File: config.mk
export PLATFORM = sky130hd
export DESIGN_NAME = pb_event_gen_flat
export DESIGN_NICKNAME = d
export VERILOG_FILES = /design/src/rtl/pb_pkg.sv /design/src/rtl/pb_event_gen_if.sv /design/src/rtl/pb_debounce_bit.sv /design/src/rtl/pb_event_gen.sv /design/src/flat_wrapper.sv
export SDC_FILE = /design/constraint.sdc
export NUM_CORES = 1
export LEC_CHECK = 0
export BUFFER_PORTS_ARGS = -buffer_cell sky130_fd_sc_hd__buf_2
export CAP_MARGIN = 25
export CELL_PAD_IN_SITES_DETAIL_PLACEMENT = 0
export CELL_PAD_IN_SITES_GLOBAL_PLACEMENT = 1
export CORE_UTILIZATION = 45
export CTS_BUF_LIST = sky130_fd_sc_hd__clkbuf_8
export CTS_CLUSTER_DIAMETER = 80
export CTS_CLUSTER_SIZE = 28
export DETAILED_ROUTE_END_ITERATION = 16
export GPL_ROUTABILITY_DRIVEN = 0
export PLACE_DENSITY_LB_ADDON = 0.1
export SLEW_MARGIN = 20
export SYNTH_ARGS = -nofsm -noshare
export SYNTH_HDL_FRONTEND = slang
export SYNTH_HIERARCHICAL = 1
export SYNTH_SLANG_ARGS = --single-unit
File: constraint.sdc
create_clock -name CLK -period 1.85 [get_ports CLK]
set_input_delay 0.185 -clock CLK [delete_from_list [all_inputs] [get_ports CLK]]
set_output_delay 0.185 -clock CLK [all_outputs]
set_load 0.05 [all_outputs]
File: src/rtl/pb_pkg.sv
// rtl/pb_pkg.sv - shared constants and event type for the pushbutton event generator
package pb_pkg;

  localparam int NB_DEFAULT    = 6;
  localparam int CLK_HZ        = 50_000_000;
  localparam int DEBOUNCE_10MS = CLK_HZ / 100;
  localparam int REPEAT_500MS  = CLK_HZ / 2;
  localparam int REPEAT_100MS  = CLK_HZ / 10;

  typedef enum logic [1:0] {
    EV_NONE,
    EV_PRESS,
    EV_RELEASE
  } pb_ev_e;

endpackage

File: src/rtl/pb_event_gen_if.sv
// rtl/pb_event_gen_if.sv - raw pushbutton inputs and debounced event outputs
interface pb_event_gen_if
  import pb_pkg::*;
#(
  parameter int NB = NB_DEFAULT
);

  logic [NB-1:0] PB;       // raw, active-low
  logic [NB-1:0] PRESS;    // one-cycle press events
  logic [NB-1:0] RELEASE;  // one-cycle release events
  logic [NB-1:0] LEVEL;    // debounced state, 1 = held

  modport master (input PB, output PRESS, output RELEASE, output LEVEL);
  modport slave  (output PB, input PRESS, input RELEASE, input LEVEL);

endinterface

File: src/rtl/pb_debounce_bit.sv
// rtl/pb_debounce_bit.sv - one button: synchronizer, debounce, events; auto-repeat under PB_AUTOREPEAT_EN
module pb_debounce_bit
  import pb_pkg::*;
#(
  parameter int DEBOUNCE_CYCLES = DEBOUNCE_10MS,
  parameter int REPEAT_DELAY    = REPEAT_500MS,
  parameter int REPEAT_PERIOD   = REPEAT_100MS
) (
  input  logic CLK,
  input  logic RST,
  input  logic pb_raw_n,
  output logic press_pulse,
  output logic release_pulse,
  output logic level
);

  localparam int            CW       = $clog2(DEBOUNCE_CYCLES);
  localparam logic [CW-1:0] CNT_LAST = CW'(DEBOUNCE_CYCLES - 1);

  if (DEBOUNCE_CYCLES < 2 || REPEAT_DELAY < 1 || REPEAT_PERIOD < 1) begin : g_bad_cfg
    $error("pb_debounce_bit: invalid timing parameters");
  end

  logic          sync1;
  logic          sync2;
  logic          stable;   // 1 = pressed
  logic [CW-1:0] cnt;
  pb_ev_e        ev;
  logic          mismatch;
  logic          toggle;

  // sync2 is active-low, stable is active-high, so equality means disagreement
  assign mismatch = (sync2 == stable);
  assign toggle   = mismatch && (cnt == CNT_LAST);

  // synchronize the raw input, count stable disagreement, accept new level and flag the event
  always_ff @(posedge CLK) begin
    if (RST) begin
      sync1  <= 1'b1;
      sync2  <= 1'b1;
      stable <= 1'b0;
      cnt    <= '0;
      ev     <= EV_NONE;
    end else begin
      sync1 <= pb_raw_n;
      sync2 <= sync1;
      ev    <= EV_NONE;
      if (!mismatch) begin
        cnt <= '0;
      end else if (toggle) begin
        cnt    <= '0;
        stable <= ~stable;
        ev     <= stable ? EV_RELEASE : EV_PRESS;
      end else begin
        cnt <= cnt + 1'b1;
      end
    end
  end

  assign level         = stable;
  assign release_pulse = (ev == EV_RELEASE);

`ifdef PB_AUTOREPEAT_EN
  localparam int            RW          = $clog2((REPEAT_DELAY > REPEAT_PERIOD) ? REPEAT_DELAY : REPEAT_PERIOD) + 1;
  localparam logic [RW-1:0] DELAY_LAST  = RW'(REPEAT_DELAY - 1);
  localparam logic [RW-1:0] PERIOD_LAST = RW'(REPEAT_PERIOD - 1);

  logic [RW-1:0] rpt_cnt;
  logic          rpt_first;
  logic          rpt_pulse;

  // repeat timer runs while held; the release edge itself never fires a repeat
  always_ff @(posedge CLK) begin
    if (RST) begin
      rpt_cnt   <= '0;
      rpt_first <= 1'b1;
      rpt_pulse <= 1'b0;
    end else begin
      rpt_pulse <= 1'b0;
      if (!stable || toggle) begin
        rpt_cnt   <= '0;
        rpt_first <= 1'b1;
      end else if (rpt_cnt == (rpt_first ? DELAY_LAST : PERIOD_LAST)) begin
        rpt_cnt   <= '0;
        rpt_first <= 1'b0;
        rpt_pulse <= 1'b1;
      end else begin
        rpt_cnt <= rpt_cnt + 1'b1;
      end
    end
  end

  assign press_pulse = (ev == EV_PRESS) | rpt_pulse;
`else
  assign press_pulse = (ev == EV_PRESS);
`endif

endmodule

File: src/rtl/pb_event_gen.sv
// rtl/pb_event_gen.sv - NB independent pushbutton debouncers; auto-repeat under PB_AUTOREPEAT_EN
module pb_event_gen
  import pb_pkg::*;
#(
  parameter int NB              = NB_DEFAULT,
  parameter int DEBOUNCE_CYCLES = DEBOUNCE_10MS,
  parameter int REPEAT_DELAY    = REPEAT_500MS,
  parameter int REPEAT_PERIOD   = REPEAT_100MS
) (
  input  logic           CLK,
  input  logic           RST,
  pb_event_gen_if.master pb_if
);

  // one independent debouncer per button
  for (genvar i = 0; i < NB; i++) begin : g_bit
    pb_debounce_bit #(
      .DEBOUNCE_CYCLES (DEBOUNCE_CYCLES),
      .REPEAT_DELAY    (REPEAT_DELAY),
      .REPEAT_PERIOD   (REPEAT_PERIOD)
    ) u_bit (
      .CLK           (CLK),
      .RST           (RST),
      .pb_raw_n      (pb_if.PB[i]),
      .press_pulse   (pb_if.PRESS[i]),
      .release_pulse (pb_if.RELEASE[i]),
      .level         (pb_if.LEVEL[i])
    );
  end

endmodule

File: src/flat_wrapper.sv
// flat-port wrapper written by rule: the top's interface ports become plain ports
module pb_event_gen_flat import pb_pkg::*;
#(
  parameter int NB              = NB_DEFAULT,
  parameter int DEBOUNCE_CYCLES = DEBOUNCE_10MS,
  parameter int REPEAT_DELAY    = REPEAT_500MS,
  parameter int REPEAT_PERIOD   = REPEAT_100MS
)
  (CLK, RST, pb_if_PB, pb_if_PRESS, pb_if_RELEASE, pb_if_LEVEL);
  pb_event_gen_if #(.NB(NB)) pb_if_i ();
  input  logic CLK;
  input  logic RST;
  input wire logic [$bits(pb_if_i.PB)-1:0] pb_if_PB;
  output wire logic [$bits(pb_if_i.PRESS)-1:0] pb_if_PRESS;
  output wire logic [$bits(pb_if_i.RELEASE)-1:0] pb_if_RELEASE;
  output wire logic [$bits(pb_if_i.LEVEL)-1:0] pb_if_LEVEL;
  assign pb_if_i.PB = pb_if_PB;
  assign pb_if_PRESS = pb_if_i.PRESS;
  assign pb_if_RELEASE = pb_if_i.RELEASE;
  assign pb_if_LEVEL = pb_if_i.LEVEL;
  pb_event_gen #(.NB(NB), .DEBOUNCE_CYCLES(DEBOUNCE_CYCLES), .REPEAT_DELAY(REPEAT_DELAY), .REPEAT_PERIOD(REPEAT_PERIOD)) u_core (.CLK(CLK), .RST(RST), .pb_if(pb_if_i));
endmodule
==> impl_metrics.ini <==
[setup_path]
cpPeakStageDelay_ns = 0.56
worstPathCellList = or4b_4, nor4_4, a21o_1, buf_12, nor2_1
timing.critical_path.slowest_stage_cell = or4b_4
worst_path_arrival_time_ns = 2.08
worst_setup_path_start_kind = flop
worstSetupEndpointType = flop
criticalPathCategory = flop to flop
critPathMaxFanout = 18
timing.reg2reg.worst_path_depth = 5
worst_ep_required_time_ns = 2.18

[timing]
timing.final.hold_violations = 0
rsz_0062_raised_after_global_routing = false
tightest_slew_ns = 0.561
final.setup.tns_ns = 0
max-slew-margin-rel = 0.626
finalSetupViolCount = 0
final_max_slew_viol_count = 0
final.min_clock_period_ns = 1.75
final.period_utilization = 0.947
holdWs_ns = 0.243
skew_ns = 0.00805
max_freq_ghz = 0.571

[yosys]
mapped_nets = 728
synth-simple-area-share = 0.333
postSynthRegisterBits = 144
synth_compound_gate_area_share = 0.0516
postSynthAreaPerCell_um2 = 9.38
part_of_the_yosys_area_used_for_sequential_elements = 0.430
syn-cell-area_um2 = 6700
post_synth_num_cell_types = 32
yosys.area_share.adder = 0.0112
netlist_instances = 714
ys_warn_count = 6
synth_xor_area_frac = 0.118
synthMuxAreaShare = 0
dominant_combinational_cell_family_by_area_after_synthesis = simple AND/OR/NAND/NOR gates

[detailed_routing]
drc_errors = 0
drtAntennaViolNets = 0
route.detailed.vias_per_inst = 5.29
drt_pass1_iterations = 5
wl_um = 12600
average_wire_length_per_cell_after_detail_routing_um = 13.1
initialDrtViolationCount = 223
dr_total_vias = 5111

[final_layout]
register_area_um2 = 2880
antenna_cells = 0
multi_input_gate_area_um2 = 3440
drive_above_1_share = 0.195
design.final.nets = 784
filler_cell_count = 1386
area_overhead_vs_synth_pct = 13.2
finalCoreUtilization = 0.522

[placed_design]
io_buffer_count = 25
detailedPlacementHpwl_um = 8790

[cts]
number_of_buffers_inserted_during_clock_tree_synthesis = 17
numClockSinks = 144
cts.root.buffer_cell = clkbuf_8
cts_tree = built
worst_skew_late_latency_ns = 0.44
cts_htree_levels = 4
cts_setup_buffers = 0
cts_hold_buf = 6
worst_setup_hold_path_clk_slew_ns = 0.08
ctsLongestPathBuffers = 2
post_cts.resized_instances = 0

[die]
effective_utilization_at_floorplan = 0.461
die_y_um = 124
die_area_um2 = 15400
rows = 44
core_region_area_um2 = 14500
die_width_um = 124
pin_count = 26

[pwr]
ir_drop_v = 0.000480
power.density_nw_per_um2 = 805
total_leakage_power_nw = 2.68
power_mw = 6.11

[global_routing]
grt_start_max_net_pins = 37
vias_in_the_first_global_route = 4760
leftover_overflow_at_the_end_of_global_routing = 0
antenna_violations_before_repair = 0
grt_first_pass_wirelength_um = 21300
gr_util_all_layers = 0.177

[min_path]
hp-class = input pin to flop
number_of_cells_on_the_worst_hold_path = 2

[flow_run]
max_cap_viol_count = 0

[outcome]
run_status = complete, no violations
==> state kept, by name (all words and copies together) (netlist names) <==
name	cells
u_core/g_bit.u_bit/sync1	6
u_core/g_bit.u_bit/cnt	114
u_core/g_bit.u_bit/ev	12
u_core/g_bit.u_bit/level	6
u_core/g_bit.u_bit/sync2	6
==> synthesized netlist by cell type, drive strengths merged <==
cell type | count | area share
a21o | 6 | 0.0067
and2 | 6 | 0.0056
nand2b | 12 | 0.011
dfxtp | 144 | 0.43
inv | 18 | 0.010
or3 | 6 | 0.0056
nor2b | 12 | 0.011
xnor2 | 24 | 0.031
and4 | 30 | 0.040
ha | 6 | 0.011
nand2 | 6 | 0.0034
o31ai | 6 | 0.0067
and4b | 6 | 0.0090
nor2 | 102 | 0.057
clkbuf | 12 | 0.0078
a31o | 12 | 0.016
xor2 | 66 | 0.086
o21ai | 6 | 0.0045
nand4 | 54 | 0.050
nor4 | 6 | 0.019
or2 | 12 | 0.011
buf | 18 | 0.038
and3 | 30 | 0.031
or4b | 6 | 0.012
nor3 | 18 | 0.013
nand3 | 60 | 0.045
or4 | 6 | 0.0067
a21oi | 24 | 0.018
==> per-stage QoR <==
stage               area (um2)  instances  setup WS (ns)
floorplan                 6700        714         0.0665
global placement          7050        929          0.142
detailed placement        7050        929          0.122
CTS                       7580        967          0.105
global route              7580        967         0.0101
finish                    7580        967         0.0984
==> layer usage <==
layer  part of all wire  GRT usage  routed length (um)  vias to the layer above
met4              0.012     0.0610                 146                        0
met5                  0          0                   0                        -
met2               0.47      0.296                5900                       65
li1                   -          -                   -                     2647
met3              0.032     0.0527                 406                       14
met1               0.49      0.215                6170                     2385
==> kinds of logic after synthesis <==
logic type,after synthesis
adder cells (fa/ha/maj),6
AO/OA/AOI/OAI,54
AND/OR/NAND/NOR,372
buffers and inverters,48
flip-flops,144
XOR/XNOR,90
==> cell usage in the layout, fill, tap and decap left out <==
| cell type | n |
|---|---|
| dfxtp_1 | 144 |
| nor2_1 | 102 |
| xor2_1 | 66 |
| nand3_1 | 60 |
| nand4_1 | 54 |
| buf_4 | 33 |
| buf_2 | 25 |
| and4_1 | 24 |
| xnor2_1 | 24 |
| a21oi_1 | 24 |
| clkbuf_8 | 21 |
| and3_2 | 18 |
| nor3_1 | 18 |
| inv_1 | 18 |
| nor2b_1 | 12 |
| nand2b_1 | 12 |
| and3_1 | 12 |
| or2_2 | 12 |
| a31o_2 | 12 |
| dlygate4sd3_1 | 6 |
| and4b_1 | 6 |
| or4b_4 | 6 |
| nor4_4 | 6 |
| a21o_1 | 6 |
| and4_2 | 6 |
| and2_1 | 6 |
| o31ai_1 | 6 |
| or4_1 | 6 |
| nand2_1 | 6 |
| o21ai_0 | 6 |
| or3_1 | 6 |
| ha_1 | 6 |
| clkinv_2 | 5 |
| bufinv_16 | 5 |
| buf_12 | 3 |
| clkinvlp_4 | 1 |
==> path summary, 6_finish.rpt <==
| path | from | to | slack, ns |
|---|---|---|---|
| hold / removal | RST | u_core/g_bit[1].u_bit/level | 0.24 |
| hold reg to reg | u_core/g_bit[1].u_bit/sync1 | u_core/g_bit[1].u_bit/sync2 | 0.41 |
| setup reg to reg | u_core/g_bit[5].u_bit/cnt[7] | u_core/g_bit[5].u_bit/cnt[16] | 0.1 |
| setup / recovery | u_core/g_bit[5].u_bit/cnt[7] | u_core/g_bit[5].u_bit/cnt[16] | 0.1 |
==> final cells by class <==
type	instances	share of cell area
well taps	184	0.0304
repair buffers	67	0.0650
clock buffers	21	0.0381
clock inverters	11	0.0241
inverters	18	0.00891
flip-flops and latches	144	0.380
multi-input cells	522	0.453
==> power by group <==
| group | total, mW | internal [mW] | switching [mW] |
|---|---|---|---|
| registers | 3.12 | 3.11 | 0.0102 |
| logic | 0.0938 | 0.0445 | 0.0493 |
| clock network | 2.89 | 1.74 | 1.15 |
| total | 6.11 | 4.90 | 1.21 |
==> critical path, delay by kind of cell, from the launching register on <==
kind	cells	cell delay, ns
buffers and inverters	1	0.15
and+or+nand+nor	3	0.90
AOI/OAI and AO/OA	1	0.22
DFF	1	0.36
Power figures use the tool's default switching activity.
